File: src/rtl/mem_arb_pkg.sv
// Shared constants, state encoding and client IDs for the memory port arbiter.
// Values mirror the external memory interface widths used across the core.
package mem_arb_pkg;

    localparam int MEM_ADDR_BITS  = 28;
    localparam int MEM_DATA_BITS  = 128;
    localparam int MEM_TAG_BITS   = 5;
    localparam int DATA_BEATS     = 4;
    localparam int MEM_MASK_BITS  = MEM_DATA_BITS / 8;
    localparam int CLIENT_TAG_BITS = MEM_TAG_BITS - 1;
    localparam int BEAT_CNT_BITS  = (DATA_BEATS > 1) ? $clog2(DATA_BEATS) : 1;

    localparam logic CLIENT_IC = 1'b0;
    localparam logic CLIENT_DC = 1'b1;

    typedef enum logic [1:0] {
        IDLE  = 2'd0,
        REQ   = 2'd1,
        WDATA = 2'd2
    } arb_state_t;

    function automatic logic is_last_beat(input logic [BEAT_CNT_BITS-1:0] cnt);
        return cnt == BEAT_CNT_BITS'(DATA_BEATS - 1);
    endfunction

endpackage

File: src/rtl/rr_arbiter2.sv
// Two-way round-robin picker: a lone requester wins outright, and on
// contention the client that did not win last time is chosen.
module rr_arbiter2
    import mem_arb_pkg::*;
(
    input  logic [1:0] req,
    input  logic       last_grant,
    output logic       grant
);

    always_comb begin
        grant = CLIENT_IC;
        if (req == 2'b11) begin
            grant = ~last_grant;
        end else if (req[CLIENT_DC]) begin
            grant = CLIENT_DC;
        end
    end

endmodule

File: src/rtl/mem_port_arbiter.sv
// Shares the external memory port between the icache and dcache: round-robin
// address arbitration, port lock for write beats, tag-based response steering.
module mem_port_arbiter
    import mem_arb_pkg::*;
(
    input  logic                       clk,
    input  logic                       reset,

    input  logic                       ic_mem_req_valid,
    output logic                       ic_mem_req_ready,
    input  logic                       ic_mem_req_rw,
    input  logic [MEM_ADDR_BITS-1:0]   ic_mem_req_addr,
    input  logic [CLIENT_TAG_BITS-1:0] ic_mem_req_tag,
    input  logic                       ic_mem_req_data_valid,
    output logic                       ic_mem_req_data_ready,
    input  logic [MEM_DATA_BITS-1:0]   ic_mem_req_data_bits,
    input  logic [MEM_MASK_BITS-1:0]   ic_mem_req_data_mask,
    output logic                       ic_mem_resp_valid,
    output logic [CLIENT_TAG_BITS-1:0] ic_mem_resp_tag,
    output logic [MEM_DATA_BITS-1:0]   ic_mem_resp_data,

    input  logic                       dc_mem_req_valid,
    output logic                       dc_mem_req_ready,
    input  logic                       dc_mem_req_rw,
    input  logic [MEM_ADDR_BITS-1:0]   dc_mem_req_addr,
    input  logic [CLIENT_TAG_BITS-1:0] dc_mem_req_tag,
    input  logic                       dc_mem_req_data_valid,
    output logic                       dc_mem_req_data_ready,
    input  logic [MEM_DATA_BITS-1:0]   dc_mem_req_data_bits,
    input  logic [MEM_MASK_BITS-1:0]   dc_mem_req_data_mask,
    output logic                       dc_mem_resp_valid,
    output logic [CLIENT_TAG_BITS-1:0] dc_mem_resp_tag,
    output logic [MEM_DATA_BITS-1:0]   dc_mem_resp_data,

    output logic                       mem_req_valid,
    output logic                       mem_req_rw,
    output logic [MEM_ADDR_BITS-1:0]   mem_req_addr,
    output logic [MEM_TAG_BITS-1:0]    mem_req_tag,
    input  logic                       mem_req_ready,
    output logic                       mem_req_data_valid,
    output logic [MEM_DATA_BITS-1:0]   mem_req_data_bits,
    output logic [MEM_MASK_BITS-1:0]   mem_req_data_mask,
    input  logic                       mem_req_data_ready,
    input  logic                       mem_resp_valid,
    input  logic [MEM_TAG_BITS-1:0]    mem_resp_tag,
    input  logic [MEM_DATA_BITS-1:0]   mem_resp_data
);

    arb_state_t               state_q, state_d;
    logic [BEAT_CNT_BITS-1:0] beat_cnt_q, beat_cnt_d;
    logic                     grant_q, grant_d;
    logic                     last_grant_q, last_grant_d;

    logic                       arb_grant;
    logic                       sel_valid;
    logic                       sel_rw;
    logic [MEM_ADDR_BITS-1:0]   sel_addr;
    logic [CLIENT_TAG_BITS-1:0] sel_tag;
    logic                       sel_data_valid;

    rr_arbiter2 u_rr_arbiter2 (
        .req        ({dc_mem_req_valid, ic_mem_req_valid}),
        .last_grant (last_grant_q),
        .grant      (arb_grant)
    );

    // Request and data fields always follow the held grant; only the
    // valid/ready handshakes are gated by the FSM state.
    assign sel_valid      = (grant_q == CLIENT_DC) ? dc_mem_req_valid      : ic_mem_req_valid;
    assign sel_rw         = (grant_q == CLIENT_DC) ? dc_mem_req_rw         : ic_mem_req_rw;
    assign sel_addr       = (grant_q == CLIENT_DC) ? dc_mem_req_addr       : ic_mem_req_addr;
    assign sel_tag        = (grant_q == CLIENT_DC) ? dc_mem_req_tag        : ic_mem_req_tag;
    assign sel_data_valid = (grant_q == CLIENT_DC) ? dc_mem_req_data_valid : ic_mem_req_data_valid;

    assign mem_req_rw        = sel_rw;
    assign mem_req_addr      = sel_addr;
    assign mem_req_tag       = {grant_q, sel_tag};
    assign mem_req_data_bits = (grant_q == CLIENT_DC) ? dc_mem_req_data_bits : ic_mem_req_data_bits;
    assign mem_req_data_mask = (grant_q == CLIENT_DC) ? dc_mem_req_data_mask : ic_mem_req_data_mask;

    // Responses bypass the FSM entirely so reads keep returning during writes.
    assign ic_mem_resp_valid = mem_resp_valid && (mem_resp_tag[MEM_TAG_BITS-1] == CLIENT_IC);
    assign dc_mem_resp_valid = mem_resp_valid && (mem_resp_tag[MEM_TAG_BITS-1] == CLIENT_DC);
    assign ic_mem_resp_tag   = mem_resp_tag[MEM_TAG_BITS-2:0];
    assign dc_mem_resp_tag   = mem_resp_tag[MEM_TAG_BITS-2:0];
    assign ic_mem_resp_data  = mem_resp_data;
    assign dc_mem_resp_data  = mem_resp_data;

    always_comb begin
        state_d               = state_q;
        beat_cnt_d            = beat_cnt_q;
        grant_d               = grant_q;
        last_grant_d          = last_grant_q;
        mem_req_valid         = 1'b0;
        mem_req_data_valid    = 1'b0;
        ic_mem_req_ready      = 1'b0;
        dc_mem_req_ready      = 1'b0;
        ic_mem_req_data_ready = 1'b0;
        dc_mem_req_data_ready = 1'b0;

        case (state_q)
            IDLE: begin
                if (ic_mem_req_valid || dc_mem_req_valid) begin
                    grant_d      = arb_grant;
                    last_grant_d = arb_grant;
                    state_d      = REQ;
                end
            end
            REQ: begin
                mem_req_valid    = sel_valid;
                ic_mem_req_ready = (grant_q == CLIENT_IC) && mem_req_ready;
                dc_mem_req_ready = (grant_q == CLIENT_DC) && mem_req_ready;
                if (sel_valid && mem_req_ready) begin
                    if (sel_rw) begin
                        state_d    = WDATA;
                        beat_cnt_d = '0;
                    end else begin
                        state_d = IDLE;
                    end
                end
            end
            WDATA: begin
                mem_req_data_valid    = sel_data_valid;
                ic_mem_req_data_ready = (grant_q == CLIENT_IC) && mem_req_data_ready;
                dc_mem_req_data_ready = (grant_q == CLIENT_DC) && mem_req_data_ready;
                if (sel_data_valid && mem_req_data_ready) begin
                    if (is_last_beat(beat_cnt_q)) begin
                        state_d    = IDLE;
                        beat_cnt_d = '0;
                    end else begin
                        beat_cnt_d = beat_cnt_q + 1'b1;
                    end
                end
            end
            default: begin
                state_d    = IDLE;
                beat_cnt_d = '0;
            end
        endcase
    end

    // last_grant resets to the dcache so the icache wins the first contention.
    always_ff @(posedge clk) begin
        if (!reset) begin
            state_q      <= IDLE;
            beat_cnt_q   <= '0;
            grant_q      <= CLIENT_IC;
            last_grant_q <= CLIENT_DC;
        end else begin
            state_q      <= state_d;
            beat_cnt_q   <= beat_cnt_d;
            grant_q      <= grant_d;
            last_grant_q <= last_grant_d;
        end
    end

endmodule

File: config.mk
export PLATFORM = sky130hd
export DESIGN_NAME = mem_port_arbiter
export DESIGN_NICKNAME = d
export VERILOG_FILES = /design/src/rtl/mem_arb_pkg.sv /design/src/rtl/rr_arbiter2.sv /design/src/rtl/mem_port_arbiter.sv
export SDC_FILE = /design/constraint.sdc
export NUM_CORES = 1
export LEC_CHECK = 0
export ABC_CLOCK_PERIOD_IN_PS = 1700
export CORE_AREA = 10 10 365 367
export DETAILED_ROUTE_END_ITERATION = 16
export DIE_AREA = 0 0 375 377
export GPL_ROUTABILITY_DRIVEN = 1
export GPL_TIMING_DRIVEN = 0
export MAX_ROUTING_LAYER = met4
export PLACE_DENSITY = 0.3
export RECOVER_POWER = 25
export SETUP_SLACK_MARGIN = 0.15
export SLEW_MARGIN = 30
export SYNTH_ARGS = -nofsm -noshare
export SYNTH_HDL_FRONTEND = slang
export SYNTH_SLANG_ARGS = --single-unit
export TNS_END_PERCENT = 50
File: constraint.sdc
create_clock -name clk -period 1.7 [get_ports clk]
set_input_delay 0.34 -clock clk [delete_from_list [all_inputs] [get_ports clk]]
set_output_delay 0.34 -clock clk [all_outputs]
set_load 0.01 [all_outputs]
# ---- Yosys cells after proc, flatten, opt, wreduce, memory -nomap -nowiden
# Index checks and enable logic that the tools add are counted.
# Widths: inputs -> output; s select.
dict set report classes {
  addsub 1
  n_eq_ne 9
  n_mux 26
  bitwise 4
  n_reduce_logical 13
}
# cell n
set ops {}
lappend ops {{$mux 128} 1}
lappend ops {{$mux 28} 1}
lappend ops {{$mux 2} 9}
lappend ops {{$mux 16} 1}
lappend ops {{$pmux 2 s3} 2}
lappend ops {{$mux 1} 11}
lappend ops {{$ne 2x2->1 const B} 5}
lappend ops {{$logic_and 1x1->1} 8}
lappend ops {{$reduce_and 4->1} 2}
lappend ops {{$eq 2x2->1 const B} 3}
lappend ops {{$mux 4} 1}
lappend ops {{$not 1->1} 4}
lappend ops {{$add 2x1->2 const B} 1}
lappend ops {{$eq 2x1->1 const B} 1}
lappend ops {{$logic_not 2->1} 1}
lappend ops {{$reduce_and 2->1} 1}
lappend ops {{$logic_or 1x1->1} 1}
dict set report word_totals {
  register_bits 6
  input_bits 496
  out_inout_bits 450
  elab_cells 57
}

# ---- Logic depth before layout (Yosys ltp)
# Gate-level depths: netlist (run 1).
dict set report logic_depth {
  depth_word 4
  depth_mapped 5
}

# ---- Cells and area by module
# A second synthesis (run 1) with hierarchy kept.
dict set report hier_totals {
  cells_unflattened 509
  area_unflattened_um2 4964.8
}
# mod n_inst cells_per_inst area_per_inst_um2
set modules_own_cells {}
lappend modules_own_cells {mem_port_arbiter 1 508 4953.5}
lappend modules_own_cells {rr_arbiter2 1 1 11.3}

# ---- Least setup slack after synthesis (run 1)
# OpenSTA, ideal clock, no wires.
dict set report synth_timing {
  path_type {register to output}
  startpoint {register grant_q}
  endpoint {output port mem_req_addr[10]}
  arrival_time_ps 1130
  slack_ps 230
  stages_incl_launch_ff 5
  n_path_buf 3
  path_cell_list {dfxtp_1 > buf_6 > buf_4 > buf_6 > mux2_2}
}
dict set report synth_between {
  elab_chain_len 1
}
# item line
set synth_rtl {}
lappend synth_rtl {{from (decl)} mem_port_arbiter.sv:51} ;# logic grant_q, grant_d;
lappend synth_rtl {{from (signal assigned)} mem_port_arbiter.sv:152} ;# grant_q <= grant_d;
lappend synth_rtl {{$mux 28} mem_port_arbiter.sv:71} ;# assign sel_addr = (grant_q == CLIENT_DC) ? dc_mem_req_addr : ic_mem_req_addr;
lappend synth_rtl {{to (decl)} mem_port_arbiter.sv:37} ;# output logic [MEM_ADDR_BITS-1:0] mem_req_addr,
# No other way between the ends.

# ---- Worst setup path in the final report (run 1)
dict set report layout_timing {
  startpoint {register grant_q}
  endpoint {output port mem_req_data_bits[33]}
}
dict set report layout_between {
  elab_chain_len 1
}
# item line
set layout_rtl {}
lappend layout_rtl {{$mux 128} mem_port_arbiter.sv:78} ;# assign mem_req_data_bits = (grant_q == CLIENT_DC) ? dc_mem_req_data_bits : ic_mem_req_data_bits;
lappend layout_rtl {{to (decl)} mem_port_arbiter.sv:41} ;# output logic [MEM_DATA_BITS-1:0] mem_req_data_bits,
# No other way between the ends.

==> results of run 1 <==
-- report_power, final --
| group | internal, mW | switching (mW) |
|---|---|---|
| logic | 3.09 | 1.76 |
| registers | 0.150 | 0.00898 |
| clock network | 0.303 | 0.0846 |
-- layer usage --
layer / track usage / wire (µm)
met1: 0.09019 / 23440
met2: 0.1558 / 33720
met3: 0.02613 / 5832
met4: 0.008175 / 760
met5: - / 0
-- area by class of cell --
class                      instances  area share
clock buffer                       3    0.004632
antenna                           10    0.001544
tap                             1650      0.1274
multi-input combinational        216      0.1704
timing repair buffer             857      0.5406
buffer                           286      0.1479
sequential                         6    0.007488
-- synthesized netlist by cell type --
cell,n
mux2_2,177
a21oi_1,2
nand3_1,1
dfxtp_1,6
nand3b_1,1
nand2b_1,1
o21a_1,1
a32oi_1,1
o211ai_1,1
buf_4,266
mux2i_1,2
nand2_1,7
o22ai_1,1
ha_1,1
a32o_1,2
buf_2,8
nor3b_1,1
nor2_1,5
and3_1,3
nor2b_1,7
o32ai_1,1
and2_1,1
buf_6,12
-- per-stage QoR --
stage          hold slack (ns)  power (mW)
2_1_floorplan           0.4289       1.652
3_3_place_gp            0.4896       4.578
3_5_place_dp            0.4974       4.551
4_1_cts                 0.5055       5.279
5_1_grt                 0.5176       5.692
6_report                0.5060       5.391
-- placed cells by master (no fill, tap or decap), types with 2 or more instances in the layout --
master           Yosys  final
buf_16               0      9
nor2_1               5      4
dlymetal6s2s_1       0      3
nor2b_2              0      2
buf_8                0     10
mux2_4               0    130
dfxtp_1              6      5
clkbuf_2             0     17
mux2i_4              0      2
clkbuf_16            0      8
diode_2              0     10
nand2_1              7      7
a21oi_1              2      2
buf_2                8     33
buf_4              266    286
clkdlybuf4s50_1      0    557
and3_1               3      3
buf_6               12    132
buf_12               0     23
dlygate4sd3_1        0     67
nor2b_1              7      4
mux2_2             177     47
a32o_1               2      2
-- flip-flops by register name, indices dropped and copies added (netlist names) --
signal / cells
state_q: 2
grant_q: 1
last_grant_q: 1
beat_cnt_q: 2
-- cells by family after synthesis --
kind of cell | synth area share
mux | 0.4447
compound gates | 0.01520
fa+ha+maj | 0.002764
simple gates | 0.03096
flops | 0.02654
buf+inv | 0.4798
-- timing repair --
action / 4_1_cts / 5_1_grt
endpoints found under the setup margin: 188 / 188
buffers inserted: 16 / 15
cloned: 8 / 5
gates resized for setup: 898 / 287
hold buffers: 0 / 0
-- worst max-delay path: stages (launching register included) --
cell and delay, ns:
dfxtp_2 0.32, buf_12 0.15, buf_16 0.16, buf_12 0.14, buf_12 0.14, buf_12 0.12, mux2_4 0.29, buf_6 0.12
-- final timing paths --
kind	startpoint	end	slack (ns)	depth (start not counted)
hold reg to reg	last_grant_q	last_grant_q	0.51	1
hold / removal	last_grant_q	last_grant_q	0.51	1
setup reg to reg	grant_q	beat_cnt_q[0]	0.18	6
setup / recovery	grant_q	mem_req_data_bits[33]	-0.35	7
==> results.sh, run 1 <==
export IMPL_synth_ff_latch_count=6
export IMPL_clkTransAtPathRegs_ns=0.04
export IMPL_number_of_buffer_cells_added_on_primary_ports=813
export IMPL_overflow=0
export IMPL_synth_yosys_warnings=0
export IMPL_drt_drc_violations_left=0
export IMPL_vias_per_cell=2.271
export IMPL_clockBufferDepth=2
export IMPL_grt_pass1_wl_um=78830
export IMPL_hold_viol=0
export IMPL_wire_per_inst_um=21.05
export IMPL_synthesized_cell_area_um2=4527
export IMPL_share_of_yosys_cell_area_claimed_by_the_top_area_cell_type=0.4411
export IMPL_final_min_clock_period_ns=2.048
export IMPL_maxClockFrequency_mhz=488.4
export IMPL_drt_first_iter_violations=194
export IMPL_violations_in_the_final_reports="setup timing"
export IMPL_post_place_cells=2971
export IMPL_grt_max_degree=11
export IMPL_arrival_ns=1.71
export IMPL_vias=6877
export IMPL_gpl_final_weighted_congestion=0.9201
export IMPL_setup_ws_ns=-0.3476
export IMPL_post_layout_nonfiller_instances=3028
export IMPL_totalWireLength_um=63750
export IMPL_firstDrtPassIters=4
export IMPL_synth_seq_area_share=0.02653
export IMPL_area_sequential_um2=121.4
export IMPL_antenna_violations_before_repair=10
export IMPL_grt_use_total=0.08415
export IMPL_synth_cell_type_count=23
export IMPL_cts_root_buf="clkbuf_16"
export IMPL_timing_hold_worst_class="flop to flop"
export IMPL_synthCells=508
export IMPL_tritoncts="done"
export IMPL_design_die_area_um2=141400
export IMPL_slew_headroom=0.8003
export IMPL_number_of_global_route_vias_before_repair=7787
export IMPL_setup_worst_path_end_class="output pin"
export IMPL_finalCoreUtilization=0.1292
export IMPL_syn_area_per_cell_um2=8.911
export IMPL_die_y_um=377
export IMPL_cts_made_buffers=3
export IMPL_drive_gt1_frac=0.5132
export IMPL_floorplan_rows=130
export IMPL_pin_count=946
export IMPL_ir_drop_mv=0.2704
export IMPL_worst_setup_path_start_kind="flop"
export IMPL_fin_skew_ns=0.0008295
export IMPL_finalSetupTns_ns=-41.42
export IMPL_design_core_area_um2=125400
export IMPL_worst_endpoint_required_ns=1.36
export IMPL_max_cap_viol_count=0
export IMPL_fin_crit_sh=1.204
export IMPL_initial_core_util=0.03610
export IMPL_dp_slack_ns=-0.9623
export IMPL_worstSetupPathType="flop to output pin"
export IMPL_leakagePower_nw=6.617
export IMPL_final_max_slew_viol_count=0
export IMPL_area_of_combinational_cells_with_multiple_inputs_um2=2763
export IMPL_yosys_top_cells_area="buf_4 44%, mux2_2 44%, buf_6 3.0%"
export IMPL_timing_critical_path_fanout_max=7
export IMPL_route_antenna_remaining_nets=0
export IMPL_run_status="complete, but fails checks"
export IMPL_worst_slew_pin_slew_ns=0.2985
export IMPL_final_fill_count=14310
export IMPL_finalInstanceArea_um2=16210
export IMPL_rsz_0062_raised_after_global_routing="yes"
export IMPL_cts_num_sinks=6
export IMPL_syn_to_final_growth_pct=258.0
export IMPL_p_per_area_nw_per_um2=332.6
export IMPL_synth_area_leader_cell="buf_4"
export IMPL_worst_skew_pair_late_latency_ns=0.23
export IMPL_die_width_um=375
export IMPL_dp_hpwl_um=58730
export IMPL_final_nets=1867
export IMPL_postSynthNetCount=1005
export IMPL_htree_levels=1
export IMPL_final_setup_viol_count=179
export IMPL_placement_cell_area_um2=14730
Power figures use the tool's default switching activity.
==> run 2, diff against run 1 <==
--- a/config.mk
+++ b/config.mk
@@ -15,6 +15,7 @@
 export PLACE_DENSITY = 0.3
 export RECOVER_POWER = 25
 export SETUP_SLACK_MARGIN = 0.15
+export SKIP_LAST_GASP = 1
 export SLEW_MARGIN = 30
 export SYNTH_ARGS = -nofsm -noshare
 export SYNTH_HDL_FRONTEND = slang
==> results.sh, run 2 (same netlist as run 1, synthesis figures left out) <==
export IMPL_timing_hold_worst_class="flop to flop"
export IMPL_mostFrequentLayoutCell="clkdlybuf4s50_1"
export IMPL_final_setup_viol_count=184
export IMPL_final_min_clock_period_ns=2.058
export IMPL_clockBufferDepth=2
export IMPL_antenna_violations_before_repair=9
export IMPL_finalPower_mw=5.226
export IMPL_pin_count=946
export IMPL_drive_gt1_frac=0.4864
export IMPL_drt_drc_violations_left=0
export IMPL_maxClockFrequency_mhz=486.0
export IMPL_worstSetupPathType="flop to output pin"
export IMPL_htree_levels=1
export IMPL_cts_root_buf="clkbuf_16"
export IMPL_overflow=0
export IMPL_grt_use_total=0.08397
export IMPL_syn_to_final_growth_pct=250.3
export IMPL_slew_headroom=0.7864
export IMPL_worst_skew_pair_late_latency_ns=0.23
export IMPL_largest_registers_in_the_final_layout="beat_cnt_q (2), state_q (2)"
export IMPL_final_nets=1864
export IMPL_fin_skew_ns=0.0005366
export IMPL_placement_cell_area_um2=14730
export IMPL_dp_hpwl_um=58730
export IMPL_die_y_um=377
export IMPL_dp_slack_ns=-0.9623
export IMPL_timing_critical_path_slowest_stage_cell="dfxtp_2"
export IMPL_cts_hold_fix_buffers=0
export IMPL_vias=6896
export IMPL_worst_endpoint_required_ns=1.36
export IMPL_gpl_final_weighted_congestion=0.9201
export IMPL_mostFrequentLayoutCells="562 x clkdlybuf4s50_1, 295 x buf_4, 91 x mux2_2, 86 x mux2_4, 80 x buf_6"
export IMPL_final_max_slew_viol_count=0
export IMPL_number_of_buffer_cells_added_on_primary_ports=813
export IMPL_violations_in_the_final_reports="setup timing"
export IMPL_tritoncts="done"
export IMPL_arrival_ns=1.72
export IMPL_worst_path_largest_cell_delay_ns=0.32
export IMPL_critical_path_top_cell_by_count="buf_12"
export IMPL_drt_first_iter_violations=182
export IMPL_timing_critical_path_cells="buf_12, buf_16, buf_12, buf_12, buf_16, mux2_4, buf_6"
export IMPL_p_per_area_nw_per_um2=329.5
export IMPL_firstDrtPassIters=4
export IMPL_hold_viol=0
export IMPL_rsz_0062_raised_after_global_routing="yes"
export IMPL_design_die_area_um2=141400
export IMPL_timing_critical_path_fanout_max=6
export IMPL_ir_drop_mv=0.2704
export IMPL_floorplan_rows=130
export IMPL_cp_top_delay_family="buffers and inverters"
export IMPL_wire_per_inst_um=21.14
export IMPL_final_fill_count=14340
export IMPL_critPathBufInv=6
export IMPL_cts_made_buffers=3
export IMPL_finalInstanceArea_um2=15860
export IMPL_worst_setup_path_start_kind="flop"
export IMPL_die_width_um=375
export IMPL_totalWireLength_um=63810
export IMPL_number_of_global_route_vias_before_repair=7786
export IMPL_run_status="complete, but fails checks"
export IMPL_fin_crit_sh=1.210
export IMPL_cts_num_sinks=6
export IMPL_initial_core_util=0.03610
export IMPL_setup_ws_ns=-0.3577
export IMPL_clkTransAtPathRegs_ns=0.04
export IMPL_leakagePower_nw=6.393
export IMPL_worst_slew_pin_slew_ns=0.3194
export IMPL_design_core_area_um2=125400
export IMPL_vias_per_cell=2.285
export IMPL_max_cap_viol_count=0
export IMPL_grt_max_degree=11
export IMPL_grt_pass1_wl_um=78780
export IMPL_route_antenna_remaining_nets=0
export IMPL_setup_worst_path_end_class="output pin"
-- run 2: cell types whose count changed in the layout (fill, tap and decap cells not counted), sizes merged, moves of 2 or more --
cell,delta
buf,-39
dlygate4sd2,+30
diode,-7
clkdlybuf4s50,+5
clkbuf,+3
dlymetal6s2s,-2
-- run 2: power by group --
group	internal [mW]	leakage [nW]	switching [mW]
sequential	0.150	0.0495	0.00871
combinational	2.95	6.31	1.73
clock	0.303	0.0370	0.0848
total	3.40	6.39	1.82
-- run 2: worst paths after layout --
| path | start | end | slack, ns | depth (start not counted) |
|---|---|---|---|---|
| worst min-delay path | last_grant_q | last_grant_q | 0.51 | 1 |
| worst max register to register | grant_q | beat_cnt_q[0] | 0.17 | 6 |
| worst max-delay path | grant_q | mem_req_data_bits[58] | -0.36 | 7 |
| worst min register to register | last_grant_q | last_grant_q | 0.51 | 1 |
-- run 2: stage by stage --
step | cells | TNS [ns] | util | hold WS [ns]
2_1_floorplan | 508 | 0 | - | 0.4289
3_3_place_gp | 2971 | -114.50 | 0.1175 | 0.4896
3_5_place_dp | 2971 | -118.01 | 0.1175 | 0.4974
4_1_cts | 2998 | -62.67 | 0.1235 | 0.5055
5_1_grt | 3018 | -59.36 | 0.1264 | 0.5176
6_report | 3018 | -46.81 | 0.1264 | 0.5056
-- run 2: repair_timing --
item / CTS / global route
gates resized for setup: 768 / 212
endpoints found under the setup margin: 188 / 188
pin swaps: 0 / 0
buffers inserted: 16 / 11
cloned: 8 / 6
-- run 2: metal layers --
metal | vias up | part of all wire | track usage
li1 | 3175 | - | -
met1 | 3250 | 0.37 | 0.09095
met2 | 449 | 0.53 | 0.1558
met3 | 22 | 0.089 | 0.02454
met4 | 0 | 0.011 | 0.007358
met5 | - | 0 | -
-- run 2: final cells by class --
class,count,area (µm²),area share
flip-flops and latches,6,121.4,0.007653
diodes,3,7.507,0.0004734
repair buffers,854,8611,0.5430
multi-input cells,216,2581,0.1628
clock buffers,3,75.07,0.004734
plain buffers,286,2397,0.1512
well taps,1650,2064,0.1302
==> run 3, diff against run 2 <==
--- a/config.mk
+++ b/config.mk
@@ -10,7 +10,7 @@
 export DETAILED_ROUTE_END_ITERATION = 16
 export DIE_AREA = 0 0 375 377
 export GPL_ROUTABILITY_DRIVEN = 1
-export GPL_TIMING_DRIVEN = 0
+export GPL_TIMING_DRIVEN = 1
 export MAX_ROUTING_LAYER = met4
 export PLACE_DENSITY = 0.3
 export RECOVER_POWER = 25
==> results.sh, run 3 (same netlist as run 1, synthesis figures left out) <==
export IMPL_final_max_slew_viol_count=0
export IMPL_mostFrequentLayoutCells="414 x clkdlybuf4s50_1, 171 x mux2_2, 72 x buf_4, 48 x dlymetal6s2s_1, 38 x dlygate4sd2_1"
export IMPL_dp_hpwl_um=46650
export IMPL_leakagePower_nw=3.891
export IMPL_die_y_um=377
export IMPL_grt_max_degree=22
export IMPL_initial_core_util=0.03610
export IMPL_worst_slew_pin_slew_ns=0.2888
export IMPL_gpl_final_weighted_congestion=0.8068
export IMPL_largest_registers_in_the_final_layout="beat_cnt_q (2), state_q (2)"
export IMPL_floorplan_rows=130
export IMPL_wire_per_inst_um=20.43
export IMPL_hold_viol=0
export IMPL_r2r_end="beat_cnt_q[1]"
export IMPL_setup_reg_to_reg_worst_slack_ns=-0.04
export IMPL_slew_headroom=0.8020
export IMPL_fin_crit_sh=1.274
export IMPL_firstDrtPassIters=4
export IMPL_timing_rr_start="grant_q"
export IMPL_stages_on_the_worst_setup_path=4
export IMPL_arrival_ns=1.83
export IMPL_cts_num_sinks=6
export IMPL_tritoncts="done"
export IMPL_finalCoreUtilization=0.08506
export IMPL_drt_first_iter_violations=62
export IMPL_rsz_0062_raised_after_global_routing="yes"
export IMPL_timing_hold_worst_class="flop to flop"
export IMPL_maxClockFrequency_mhz=461.6
export IMPL_setup_worst_path_end_class="output pin"
export IMPL_critical_path_top_cell_by_count="buf_12"
export IMPL_drive_gt1_frac=0.3482
export IMPL_timing_critical_path_fanout_max=17
export IMPL_vias=4891
export IMPL_antenna_violations_before_repair=13
export IMPL_reg2regPathDepth=7
export IMPL_cts_made_buffers=3
export IMPL_number_of_global_route_vias_before_repair=5755
export IMPL_drt_drc_violations_left=0
export IMPL_fin_skew_ns=0.002674
export IMPL_ir_drop_mv=0.2298
export IMPL_syn_to_final_growth_pct=135.7
export IMPL_setup_ws_ns=-0.4664
export IMPL_worst_path_largest_cell_delay_ns=0.49
export IMPL_max_cap_viol_count=0
export IMPL_cts_hold_fix_buffers=0
export IMPL_worst_endpoint_required_ns=1.36
export IMPL_worst_setup_path_start_kind="flop"
export IMPL_final_fill_count=14550
export IMPL_p_per_area_nw_per_um2=325.5
export IMPL_worst_skew_pair_late_latency_ns=0.23
export IMPL_mostFrequentLayoutCell="clkdlybuf4s50_1"
export IMPL_vias_per_cell=1.969
export IMPL_overflow=0
export IMPL_clkTransAtPathRegs_ns=0.04
export IMPL_cp_top_delay_family="buffers and inverters"
export IMPL_route_antenna_remaining_nets=0
export IMPL_violations_in_the_final_reports="setup timing"
export IMPL_die_width_um=375
export IMPL_number_of_buffer_cells_added_on_primary_ports=549
export IMPL_cts_root_buf="clkbuf_16"
export IMPL_worstSetupPathType="flop to output pin"
export IMPL_grt_use_total=0.06772
export IMPL_pin_count=946
export IMPL_timing_critical_path_cells="buf_12, buf_12, mux2_2, clkdlybuf4s50_1"
export IMPL_setup_worst_path_end="mem_req_data_bits[17]"
export IMPL_design_core_area_um2=125400
export IMPL_final_nets=1325
export IMPL_final_setup_viol_count=184
export IMPL_run_status="complete, but fails checks"
export IMPL_grt_pass1_wl_um=61440
export IMPL_clockBufferDepth=2
export IMPL_totalWireLength_um=50760
export IMPL_htree_levels=1
export IMPL_critPathBufInv=3
export IMPL_finalPower_mw=3.472
export IMPL_timing_critical_path_slowest_stage_cell="clkdlybuf4s50_1"
export IMPL_design_die_area_um2=141400
export IMPL_final_min_clock_period_ns=2.166
export IMPL_worstSetupStartpoint="grant_q"
## run 3: cell types whose count changed in the layout (fill, tap and decap cells not counted), moves of 6 or more
cell and delta:
buf_6 -73, dlygate4sd2_1 +7, clkbuf_2 -17, buf_16 -7, clkdlybuf4s50_1 -148, mux2_4 -80, buf_12 -13, buf_2 -34
buf_4 -223, mux2_2 +80, dlygate4sd3_1 -66, buf_8 -6, dlymetal6s2s_1 +47
## run 3: power by group
group          switching [mW]  internal, mW  leakage (nW)  total [mW]
registers              0.0108         0.149        0.0503       0.160
logic                    1.11          1.81          3.80        2.92
clock network          0.0778         0.311        0.0382       0.389
total                    1.20          2.27          3.89        3.47
## run 3: area by class of cell
| type | count | area [µm²] | share of cell area |
|---|---|---|---|
| antenna | 7 | 17.52 | 0.001642 |
| clock buffer | 4 | 78.83 | 0.007389 |
| multi-input combinational | 216 | 2280 | 0.2137 |
| sequential | 6 | 125.1 | 0.01173 |
| tap | 1650 | 2064 | 0.1935 |
| timing repair buffer | 601 | 6102 | 0.5720 |
## run 3: how the worst min path moves through the flow
stage / startpoint / endpoint / slack, ns / depth (start not counted)
6_report: last_grant_q / last_grant_q / 0.49 / 1
5_1_grt: last_grant_q / last_grant_q / 0.53 / 1
4_1_cts: last_grant_q / last_grant_q / 0.50 / 1
3_5_place_dp: last_grant_q / last_grant_q / 0.49 / 1
3_3_place_gp: last_grant_q / last_grant_q / 0.48 / 1
2_1_floorplan: reset / last_grant_q / 0.43 / 1
## run 3: timing repair
item,CTS,global route
setup buffers,3,8
pin swaps,1,0
gates cloned,1,2
setup endpoints to repair,187,189
gates resized for setup,58,73
## run 3: worst register-to-register path: stages, from the launching register on
cell	delay [ns]
dfxtp_4	0.38
buf_12	0.17
buf_4	0.14
buf_6	0.11
mux2i_1	0.31
nor2b_1	0.12
and3_1	0.20
a32o_1	0.20
## run 3: routing by layer
metal  vias to the layer above  GRT usage  wire length (µm)
met5                         -          -                 0
met4                         0   0.007061               403
met3                        20    0.05855              9568
met2                       660     0.1056             22550
met1                      2103    0.06558             18240
li1                       2108          -                 -
## run 3: stage by stage
stage | hold slack [ns] | setup TNS, ns | area, µm² | worst slack (ns) | cells
floorplan | 0.4289 | 0 | 4527 | 0.2296 | 508
global placement | 0.4794 | -39.93 | 10220 | -0.5044 | 2459
detailed placement | 0.4891 | -40.13 | 10220 | -0.4703 | 2459
CTS | 0.4951 | -72.78 | 10360 | -0.5094 | 2467
global route | 0.5316 | -64.29 | 10670 | -0.5424 | 2483
finish | 0.4908 | -52.61 | 10670 | -0.4664 | 2484
